[config.mk]
export PLATFORM = sky130hd
export DESIGN_NAME = key_control_flat
export DESIGN_NICKNAME = d
export VERILOG_FILES = /design/src/rtl/key_control_pkg.sv /design/src/rtl/key_control_if.sv /design/src/rtl/key_control_edge_detect.sv /design/src/rtl/key_control.sv /design/src/flat_wrapper.sv
export SDC_FILE = /design/constraint.sdc
export NUM_CORES = 1
export LEC_CHECK = 0
export ABC_AREA = 0
export BUFFER_PORTS_ARGS = -buffer_cell sky130_fd_sc_hd__buf_2
export CAP_MARGIN = 15
export CORE_MARGIN = 4
export CORE_UTILIZATION = 55
export CTS_BUF_LIST = sky130_fd_sc_hd__clkbuf_2 sky130_fd_sc_hd__clkbuf_4 sky130_fd_sc_hd__clkbuf_8
export DETAILED_ROUTE_END_ITERATION = 8
export PLACE_DENSITY = 0.84
export SLEW_MARGIN = 20
export SYNTH_ARGS = -nofsm -noshare
export SYNTH_HDL_FRONTEND = slang
export SYNTH_SLANG_ARGS = --single-unit
[constraint.sdc]
create_clock -name clk -period 3.11 [get_ports clk]
set_clock_uncertainty 0.05 [all_clocks]
set_input_delay 0.622 -clock clk [delete_from_list [all_inputs] [get_ports clk]]
set_output_delay 0.622 -clock clk [all_outputs]
set_load 0.005 [all_outputs]
[src/rtl/key_control_pkg.sv]
// Shared types and widths for the key_control block.
package key_ctrl_pkg;

   typedef enum logic [1:0] {IDLE, PLAY, RELEASE} note_state_t;

   localparam int OCT_W  = 3;
   localparam int MODE_W = 2;
   localparam int KEY_W  = 5;

   // Bit positions of the control keys inside the edge-detect vector
   localparam int KEY_UP   = 0;
   localparam int KEY_DN   = 1;
   localparam int KEY_MODE = 2;
   localparam int KEY_GOOF = 3;

endpackage

[src/rtl/key_control_if.sv]
// Keypad-encoder inputs and synth control outputs of key_control.
interface key_control_if;
   import key_ctrl_pkg::*;

   logic              octave_key_up;
   logic              octave_key_down;
   logic              mode_key;
   logic              goof_key;
   logic [KEY_W-1:0]  keycode;
   logic              strobe;

   logic [OCT_W-1:0]  octave;
   logic [MODE_W-1:0] mode;
   logic              goof_en;
   logic [KEY_W-1:0]  note;
   logic              gate;
   logic              note_on;
   logic              note_off;

   modport master (
      output octave_key_up, octave_key_down, mode_key, goof_key, keycode, strobe,
      input  octave, mode, goof_en, note, gate, note_on, note_off
   );

   modport slave (
      input  octave_key_up, octave_key_down, mode_key, goof_key, keycode, strobe,
      output octave, mode, goof_en, note, gate, note_on, note_off
   );

endinterface

[src/rtl/key_control_edge_detect.sv]
// Rising-edge detector: rise is high in the first cycle a bit goes high.
module edge_detect #(
   parameter int WIDTH = 4
) (
   input  logic             clk,
   input  logic             n_rst,
   input  logic [WIDTH-1:0] in,
   output logic [WIDTH-1:0] rise
);

   logic [WIDTH-1:0] r_prev;

   always_ff @(posedge clk or negedge n_rst) begin
      if (!n_rst) begin
         r_prev <= '0;
      end else begin
         r_prev <= in;
      end
   end

   generate
      for (genvar gi = 0; gi < WIDTH; gi++) begin : g_rise
         assign rise[gi] = in[gi] & ~r_prev[gi];
      end
   endgenerate

endmodule

[src/rtl/key_control.sv]
// Turns decoded keypad events into octave/mode/goof state and a gated,
// latched note with one-cycle note_on/note_off pulses.
module key_control #(
   parameter int OCT_MAX     = 7,
   parameter int OCT_DEFAULT = 4,
   parameter int NUM_MODES   = 4,
   parameter int REL_CYCLES  = 16
) (
   input  logic          clk,
   input  logic          n_rst,
   key_control_if.slave  kif
);
   import key_ctrl_pkg::*;

   localparam int                CNT_W     = $clog2(REL_CYCLES + 1);
   localparam logic [CNT_W-1:0]  CNT_LAST  = CNT_W'(REL_CYCLES - 1);
   localparam logic [OCT_W-1:0]  OCT_TOP   = OCT_W'(OCT_MAX);
   localparam logic [OCT_W-1:0]  OCT_INIT  = OCT_W'(OCT_DEFAULT);
   localparam logic [MODE_W-1:0] MODE_LAST = MODE_W'(NUM_MODES - 1);

   logic [3:0]        w_keys;
   logic [3:0]        w_rise;
   logic              w_note_press;
   logic              w_same;

   logic [OCT_W-1:0]  r_octave;
   logic [MODE_W-1:0] r_mode;
   logic              r_goof;

   note_state_t       r_state, w_state_next;
   logic [KEY_W-1:0]  r_note, w_note_next;
   logic              r_gate, w_gate_next;
   logic              r_note_on, w_note_on_next;
   logic              r_note_off, w_note_off_next;
   logic [CNT_W-1:0]  r_cnt, w_cnt_next;

   assign w_keys[KEY_UP]   = kif.octave_key_up;
   assign w_keys[KEY_DN]   = kif.octave_key_down;
   assign w_keys[KEY_MODE] = kif.mode_key;
   assign w_keys[KEY_GOOF] = kif.goof_key;

   edge_detect #(.WIDTH(4)) u_edge (
      .clk   (clk),
      .n_rst (n_rst),
      .in    (w_keys),
      .rise  (w_rise)
   );

   // Any control key wins over the note, matching encoder priority
   assign w_note_press = kif.strobe & ~(|w_keys);
   assign w_same       = (kif.keycode == r_note);

   always_ff @(posedge clk or negedge n_rst) begin
      if (!n_rst) begin
         r_octave <= OCT_INIT;
         r_mode   <= '0;
         r_goof   <= 1'b0;
      end else begin
         if (w_rise[KEY_UP] && !w_rise[KEY_DN]) begin
            if (r_octave != OCT_TOP) r_octave <= r_octave + 1'b1;
         end else if (w_rise[KEY_DN] && !w_rise[KEY_UP]) begin
            if (r_octave != '0) r_octave <= r_octave - 1'b1;
         end
         if (w_rise[KEY_MODE]) begin
            r_mode <= (r_mode == MODE_LAST) ? '0 : r_mode + 1'b1;
         end
         if (w_rise[KEY_GOOF]) begin
            r_goof <= ~r_goof;
         end
      end
   end

   always_ff @(posedge clk or negedge n_rst) begin
      if (!n_rst) begin
         r_state    <= IDLE;
         r_note     <= '0;
         r_gate     <= 1'b0;
         r_note_on  <= 1'b0;
         r_note_off <= 1'b0;
         r_cnt      <= '0;
      end else begin
         r_state    <= w_state_next;
         r_note     <= w_note_next;
         r_gate     <= w_gate_next;
         r_note_on  <= w_note_on_next;
         r_note_off <= w_note_off_next;
         r_cnt      <= w_cnt_next;
      end
   end

   always_comb begin
      w_state_next    = r_state;
      w_note_next     = r_note;
      w_gate_next     = r_gate;
      w_note_on_next  = 1'b0;
      w_note_off_next = 1'b0;
      w_cnt_next      = r_cnt;
      unique case (r_state)
         IDLE: begin
            w_gate_next = 1'b0;
            w_cnt_next  = '0;
            if (w_note_press) begin
               w_state_next   = PLAY;
               w_note_next    = kif.keycode;
               w_gate_next    = 1'b1;
               w_note_on_next = 1'b1;
            end
         end
         PLAY: begin
            if (w_note_press) begin
               w_cnt_next = '0;
               if (!w_same) begin
                  w_note_next    = kif.keycode;
                  w_note_on_next = 1'b1;
               end
            end else if (REL_CYCLES == 1) begin
               // A single silent cycle is already the full release window
               w_state_next    = IDLE;
               w_gate_next     = 1'b0;
               w_note_off_next = 1'b1;
               w_cnt_next      = '0;
            end else begin
               w_state_next = RELEASE;
               w_cnt_next   = CNT_W'(1);
            end
         end
         RELEASE: begin
            if (w_note_press) begin
               w_state_next = PLAY;
               w_cnt_next   = '0;
               if (!w_same) begin
                  w_note_next    = kif.keycode;
                  w_note_on_next = 1'b1;
               end
            end else if (r_cnt == CNT_LAST) begin
               w_state_next    = IDLE;
               w_gate_next     = 1'b0;
               w_note_off_next = 1'b1;
               w_cnt_next      = '0;
            end else begin
               w_cnt_next = r_cnt + 1'b1;
            end
         end
         default: begin
            w_state_next = IDLE;
            w_gate_next  = 1'b0;
            w_cnt_next   = '0;
         end
      endcase
   end

   assign kif.octave   = r_octave;
   assign kif.mode     = r_mode;
   assign kif.goof_en  = r_goof;
   assign kif.note     = r_note;
   assign kif.gate     = r_gate;
   assign kif.note_on  = r_note_on;
   assign kif.note_off = r_note_off;

endmodule
[src/flat_wrapper.sv]
// flat-port wrapper written by rule: the top's interface ports become plain ports
module key_control_flat import key_ctrl_pkg::*;
#(
   parameter int OCT_MAX     = 7,
   parameter int OCT_DEFAULT = 4,
   parameter int NUM_MODES   = 4,
   parameter int REL_CYCLES  = 16
)
  (clk, n_rst, kif_octave_key_up, kif_octave_key_down, kif_mode_key, kif_goof_key, kif_keycode, kif_strobe, kif_octave, kif_mode, kif_goof_en, kif_note, kif_gate, kif_note_on, kif_note_off);
  key_control_if kif_i ();
  input  logic clk;
  input  logic n_rst;
  input wire logic [$bits(kif_i.octave_key_up)-1:0] kif_octave_key_up;
  input wire logic [$bits(kif_i.octave_key_down)-1:0] kif_octave_key_down;
  input wire logic [$bits(kif_i.mode_key)-1:0] kif_mode_key;
  input wire logic [$bits(kif_i.goof_key)-1:0] kif_goof_key;
  input wire logic [$bits(kif_i.keycode)-1:0] kif_keycode;
  input wire logic [$bits(kif_i.strobe)-1:0] kif_strobe;
  output wire logic [$bits(kif_i.octave)-1:0] kif_octave;
  output wire logic [$bits(kif_i.mode)-1:0] kif_mode;
  output wire logic [$bits(kif_i.goof_en)-1:0] kif_goof_en;
  output wire logic [$bits(kif_i.note)-1:0] kif_note;
  output wire logic [$bits(kif_i.gate)-1:0] kif_gate;
  output wire logic [$bits(kif_i.note_on)-1:0] kif_note_on;
  output wire logic [$bits(kif_i.note_off)-1:0] kif_note_off;
  assign kif_i.octave_key_up = kif_octave_key_up;
  assign kif_i.octave_key_down = kif_octave_key_down;
  assign kif_i.mode_key = kif_mode_key;
  assign kif_i.goof_key = kif_goof_key;
  assign kif_i.keycode = kif_keycode;
  assign kif_i.strobe = kif_strobe;
  assign kif_octave = kif_i.octave;
  assign kif_mode = kif_i.mode;
  assign kif_goof_en = kif_i.goof_en;
  assign kif_note = kif_i.note;
  assign kif_gate = kif_i.gate;
  assign kif_note_on = kif_i.note_on;
  assign kif_note_off = kif_i.note_off;
  key_control #(.OCT_MAX(OCT_MAX), .OCT_DEFAULT(OCT_DEFAULT), .NUM_MODES(NUM_MODES), .REL_CYCLES(REL_CYCLES)) u_core (.clk(clk), .n_rst(n_rst), .kif(kif_i));
endmodule
==> impl_metrics.toml, run 1 <==
[power_and_ir_drop]
powerDensity_nw_per_um2 = 749
leakage_uw = 0.000705
vdd_drop_max_mv = 0.485

[clock_network]
path_clk_slew_ns = 0.14
cts_setup_buffers = 0
clk_latency_ns = 0.32
cts_resized = 0
htree_levels = 1
clkSinkCount = 25
cts_buffers = 3
cts_hold_buf = 0
clockBufferDepth = 2
root_buffer = "clkbuf_4"
cts_tree = "done"

[place]
detailed_place_hpwl_um = 1750
dpl_cell_area_um2 = 1440
place.gp.congestion = 0.798
port_buffers = 25

[detailed_routing]
ant_nets = 0
vias = 943
wl_per_cell_um = 13.1
routed_wl_um = 2270
drt_iter0_drc = 16
drcViolationCount = 0
via_per_inst = 5.45
dr.pass1.iters = 4

[grt]
grt_overflow = 0
antenna_found_initial = 0
grt_usage = 0.164
grt_max_degree = 26
grt_pass1_wl_um = 4160
grt_pass1_vias = 1039

[yosys]
syn_avg_cell_area_um2 = 11.1
synthTopCellsByCount = "24 x dfrtp_1, 9 x nor2_1, 8 x mux2_2, 8 x nand3_1"
yosys_warnings = 0
synth_top_cell_area_share = 0.468
postSynth.asyncResetShare = 1.00
synth_nets = 136
synthMostInstantiatedCell = "dfrtp_1"
synth_area_leaders = "dfrtp_1 47%, mux2_2 7.0%, ha_1 6.8%"
synth_ff_type = "dfrtp_1"
seq_area_frac_synth = 0.489
synth_area_um2 = 1280
synth_edf_count = 0
netlist_instances = 116
yosysTopAreaCell = "dfrtp_1"
yosys.cell_types.count = 36
synth-seq-cells = 25

[cells_and_area]
syn_to_final_growth_pct = 14.8
layout-drive-gt1-share = 0.276
antenna_cells = 0
fin_nets = 166
fillCellCount = 174
design_area_um2 = 1470

[worst_setup_path]
critical_path_class = "in -> reg"
startpoint_type = "input port"
crit_slowest_cell = "fa_1"
cpPeakStageDelay_ns = 0.51
worstPathArrival_ns = 2.35
cp-end-kind = "flip-flop"
cp.required_ns = 3.28
path_max_fanout = 5
crit_chain = "buf_2 -> nor2b_1 -> nand2_1 -> fa_1 -> or3_1 -> a21oi_1 -> nor4_1"

[timing]
slew_headroom = 0.648
fin_crit_ns = 2.17
setup_viol = 0
hold_viol = 0
finalSetupTns_ns = 0
max_freq_mhz = 460
finalCritPeriodShare = 0.699
tightestPinTransition_ns = 0.528
maxSlewViolCount = 0
rsz0062_at_grt = "no"

[floorplanning]
die_area_um2 = 3170
fp.dieH_um = 56.3
die_w_um = 56.3
fp-row-count = 17
core_area_um2 = 2210
start_util = 0.580
io_pins = 26

[run]
maxCapViolations = 0

[run_status]
status = "completed"

[min_path]
hp-class = "in -> async"
==> final timing paths <==
path / from / endpoint / slack (ns) / cells after the start
max: kif_octave_key_up / u_core.kif.octave[1] / 0.94 / 7
max reg2reg: u_core.u_edge.r_prev[0] / u_core.kif.octave[1] / 0.98 / 6
min in group clk: kif_mode_key / u_core.u_edge.r_prev[2] / 0.38 / 1
min reg2reg: u_core.kif.goof_en / u_core.kif.goof_en / 0.43 / 1
max in group asynchronous: n_rst / u_core.kif.octave[2] / 2.43 / 1
min: n_rst / u_core.r_state[0] / 0.21 / 1
==> per-layer routing <==
layer	global-route usage	wire, um	share of wire	vias up
met4	0.0746	33	0.015	0
met5	0	0	0	-
met3	0.0299	128	0.056	6
met1	0.182	961	0.42	433
met2	0.302	1140	0.50	30
li1	-	-	-	474
==> state kept, by name, summed over array words and instances, names as in the netlist <==
name	count
u_core.kif.note_off	1
u_core.r_cnt	5
u_core.kif.gate	1
u_core.kif.octave	3
u_core.kif.note	5
u_core.kif.mode	2
u_core.kif.note_on	1
u_core.u_edge.r_prev	4
u_core.kif.goof_en	1
u_core.r_state	2
==> worst max-delay path: cells and delay by family <==
family / cells / cell delay, ns
compound gates: 1 / 0.17
fa+ha+maj: 1 / 0.51
buf+inv: 1 / 0.12
simple gates: 4 / 0.93
==> metrics by stage <==
step | utilization | power, uW | instances | setup slack [ns] | hold slack [ns]
after CTS | 0.666 | 1110 | 173 | 0.955 | 0.224
after floorplan | - | 810 | 116 | 0.922 | 0.276
after global routing | 0.666 | 1200 | 173 | 0.863 | 0.225
after detailed placement | 0.652 | 966 | 169 | 0.600 | 0.418
final | 0.666 | 1100 | 173 | 0.936 | 0.209
after global placement | 0.652 | 938 | 169 | 0.737 | 0.419
==> logic make-up (layout without fill, tap and decap cells) <==
| family | count (synthesis) | in the layout | synth area share |
|---|---|---|---|
| buffers and inverters | 4 | 33 | 0.0117 |
| XOR/XNOR | 8 | 8 | 0.0546 |
| adder cells (fa/ha/maj) | 8 | 8 | 0.0839 |
| multiplexers | 9 | 9 | 0.0781 |
| AND/OR/NAND/NOR | 45 | 45 | 0.196 |
| flip-flops | 25 | 25 | 0.489 |
| AO/OA/AOI/OAI | 17 | 17 | 0.0868 |
==> cell usage in the layout, fill, tap and decap left out, types with 2 or more instances in the layout <==
master and n:
nand4b_1 2, buf_2 25, or3_1 2, clkbuf_4 3, xnor2_1 7, nor4_1 2
nor2b_1 3, nor2_1 9, a21oi_1 6, nor3_1 3, nand2_1 6, nand3_1 8
mux2_2 8, a211o_1 2, a21o_1 2, ha_1 7, dfrtp_1 24, nand2b_1 2
inv_1 4
==> power breakdown <==
group          switching [uW]  total (uW)  internal, uW
Clock                    97.7         147          49.1
Combinational             213         446           233
Sequential               93.8         510           416
Total                     405        1100           698
==> area by class of cell <==
class / count / area, um^2 / share of cell area
clock inverters: 1 / 7.51 / 0.00510
flip-flops and latches: 25 / 627 / 0.426
clock buffers: 3 / 22.5 / 0.0153
repair buffers: 25 / 125 / 0.0850
well taps: 28 / 35.0 / 0.0238
inverters: 4 / 15.0 / 0.0102
multi-input cells: 87 / 641 / 0.435
(Power assumes the default switching activity.)
==> inputs of run 2 (changes only) <==
Settings changed: CORE_UTILIZATION 55 to 50, PLACE_DENSITY 0.84 to 0.81.
Clock period 3.11 ns to 1.8 ns, I/O delays scaled along.
==> run 2 against run 1 <==
Compared with the run above:
- the flow now finishes with violations (setup timing)
- utilization is 1.1 points higher
- final cell count increased by 13%
- hold slack worse by 0.071 ns
- clock power grew 66%
- combinational power increased by 140%
- via count is 13% higher
- power up 97%
- die area up 8.5%
- register-to-register slack lost 1.1 ns
- critical path type is now reg -> reg
- largest cell class unchanged
- largest power group is now combinational cells
==> impl_metrics.toml, run 2 (synthesis results as in run 1) <==
[timing]
maxSlewViolCount = 0
tightestPinTransition_ns = 0.556
max_freq_mhz = 520
setup_slack_ns = -0.124
hold_viol = 0
fin_crit_ns = 1.92
finalCritPeriodShare = 1.07
rsz0062_at_grt = "yes"
slew_headroom = 0.629
setup_viol = 1

[clock_network]
cts_buffers = 3
clockBufferDepth = 2
clk_latency_ns = 0.31
cts_tree = "done"
htree_levels = 1
clkSinkCount = 25
root_buffer = "clkbuf_4"
path_clk_slew_ns = 0.13

[cells_and_area]
antenna_cells = 0
layout-drive-gt1-share = 0.398
fin_nets = 187
most-common-layout-cells = "25 x buf_2, 24 x dfrtp_1, 20 x buf_4"
design_area_um2 = 1660
final_cell_count_no_fill = 196
layout_commonest_cell = "buf_2"
syn_to_final_growth_pct = 29.5

[power_and_ir_drop]
switchingPower_uw = 780
swShare = 0.360
pwr-share-seq = 0.391
leakage_uw = 0.000813
clkPwrFrac = 0.113
pwr-share-comb = 0.497
powerDensity_nw_per_um2 = 1310
vdd_drop_max_mv = 0.889
p_total_uw = 2170
p_int_uw = 1390

[place]
dpl_cell_area_um2 = 1570
pre_cts_ws_ns = -0.208
dp.cells = 187
detailed_place_hpwl_um = 2150
port_buffers = 25
place.gp.congestion = 0.867

[detailed_routing]
dr.pass1.iters = 4
via_per_inst = 5.43
vias = 1064
drcViolationCount = 0
wl_per_cell_um = 14.3
drt_iter0_drc = 14
ant_nets = 0
routed_wl_um = 2810

[run]
maxCapViolations = 0

[worst_setup_path]
cp-end-kind = "flip-flop"
path_max_fanout = 2
critical_path_class = "reg -> reg"
cp.required_ns = 1.96
worstPathArrival_ns = 2.09
startpoint_type = "flip-flop"

[floorplanning]
fp.dieH_um = 58.6
die_w_um = 58.6
die_area_um2 = 3440
io_pins = 26
core_area_um2 = 2450
fp-row-count = 18
start_util = 0.522

[grt]
grt_pass1_vias = 1117
antenna_found_initial = 0
grt_overflow = 0
grt_max_degree = 26
grt_usage = 0.187
grt_pass1_wl_um = 4900

[run_status]
violations = "setup timing"
status = "complete, but fails checks"

[min_path]
hp-class = "in -> reg"
run 2: cell count changes in the layout (fill, tap and decap cells not counted), sizes merged:
cell / before / now
clkinvlp: 1 / 0
clkinv: 0 / 1
buf: 25 / 45
dlygate4sd3: 0 / 1
run 2: layout make-up:
cell class	instances	area, um^2
clock buffers	3	22.5
clock inverters	1	5.00
fillers	198	795
inverters	4	15.0
multi-input cells	87	668
flip-flops and latches	25	627
well taps	30	37.5
repair buffers	46	285
run 2: worst paths after layout:
kind | to | start | cells after the start | slack [ns]
min in group asynchronous | u_core.r_state[1] | n_rst | 2 | 0.50
min reg2reg | u_core.kif.goof_en | u_core.kif.goof_en | 1 | 0.44
max | u_core.kif.octave[1] | u_core.u_edge.r_prev[1] | 6 | -0.12
min | u_core.u_edge.r_prev[2] | kif_mode_key | 1 | 0.14
max in group asynchronous | u_core.kif.octave[2] | n_rst | 2 | 0.82
max reg2reg | u_core.kif.octave[1] | u_core.u_edge.r_prev[1] | 6 | -0.12
run 2: worst max-delay path, stage by stage (launching register included):
cell and delay, ns:
dfrtp_1 0.42, or2b_1 0.26, nand2_2 0.08, fa_1 0.45
or3_4 0.39, a21oi_2 0.13, nor4_1 0.05
run 2: power by group through the flow:
stage / sequential [uW] / combinational [uW] / clock (uW)
finish: 848 / 1080 / 244
global route: 877 / 1210 / 290
CTS: 849 / 1040 / 257
detailed placement: 859 / 970 / 0
global placement: 846 / 918 / 0
floorplan: 883 / 517 / 0
run 2: routing by layer:
layer  share of wire  wire length, um  global-route usage
met1            0.42             1190               0.233
met4          0.0050               14              0.0518
met5               0                0                   0
met2            0.51             1440               0.329
met3           0.058              164              0.0373
run 2: repair_timing:
action	4_1_cts	5_1_grt
endpoints found under the hold margin	24	0
setup buffers	2	2
hold buffers	1	0
setup endpoints to repair	6	7
resized for setup	2	3
pin swaps	1	0
run 2: metrics by stage:
stage                     hold WS, ns  utilization  TNS, ns
after global placement          0.319        0.640   -0.136
after detailed placement        0.330        0.640   -0.754
after CTS                       0.126        0.664   -0.117
after floorplan                0.0144            -  -0.0595
final                           0.138        0.676   -0.124
after global routing            0.107        0.676   -0.224
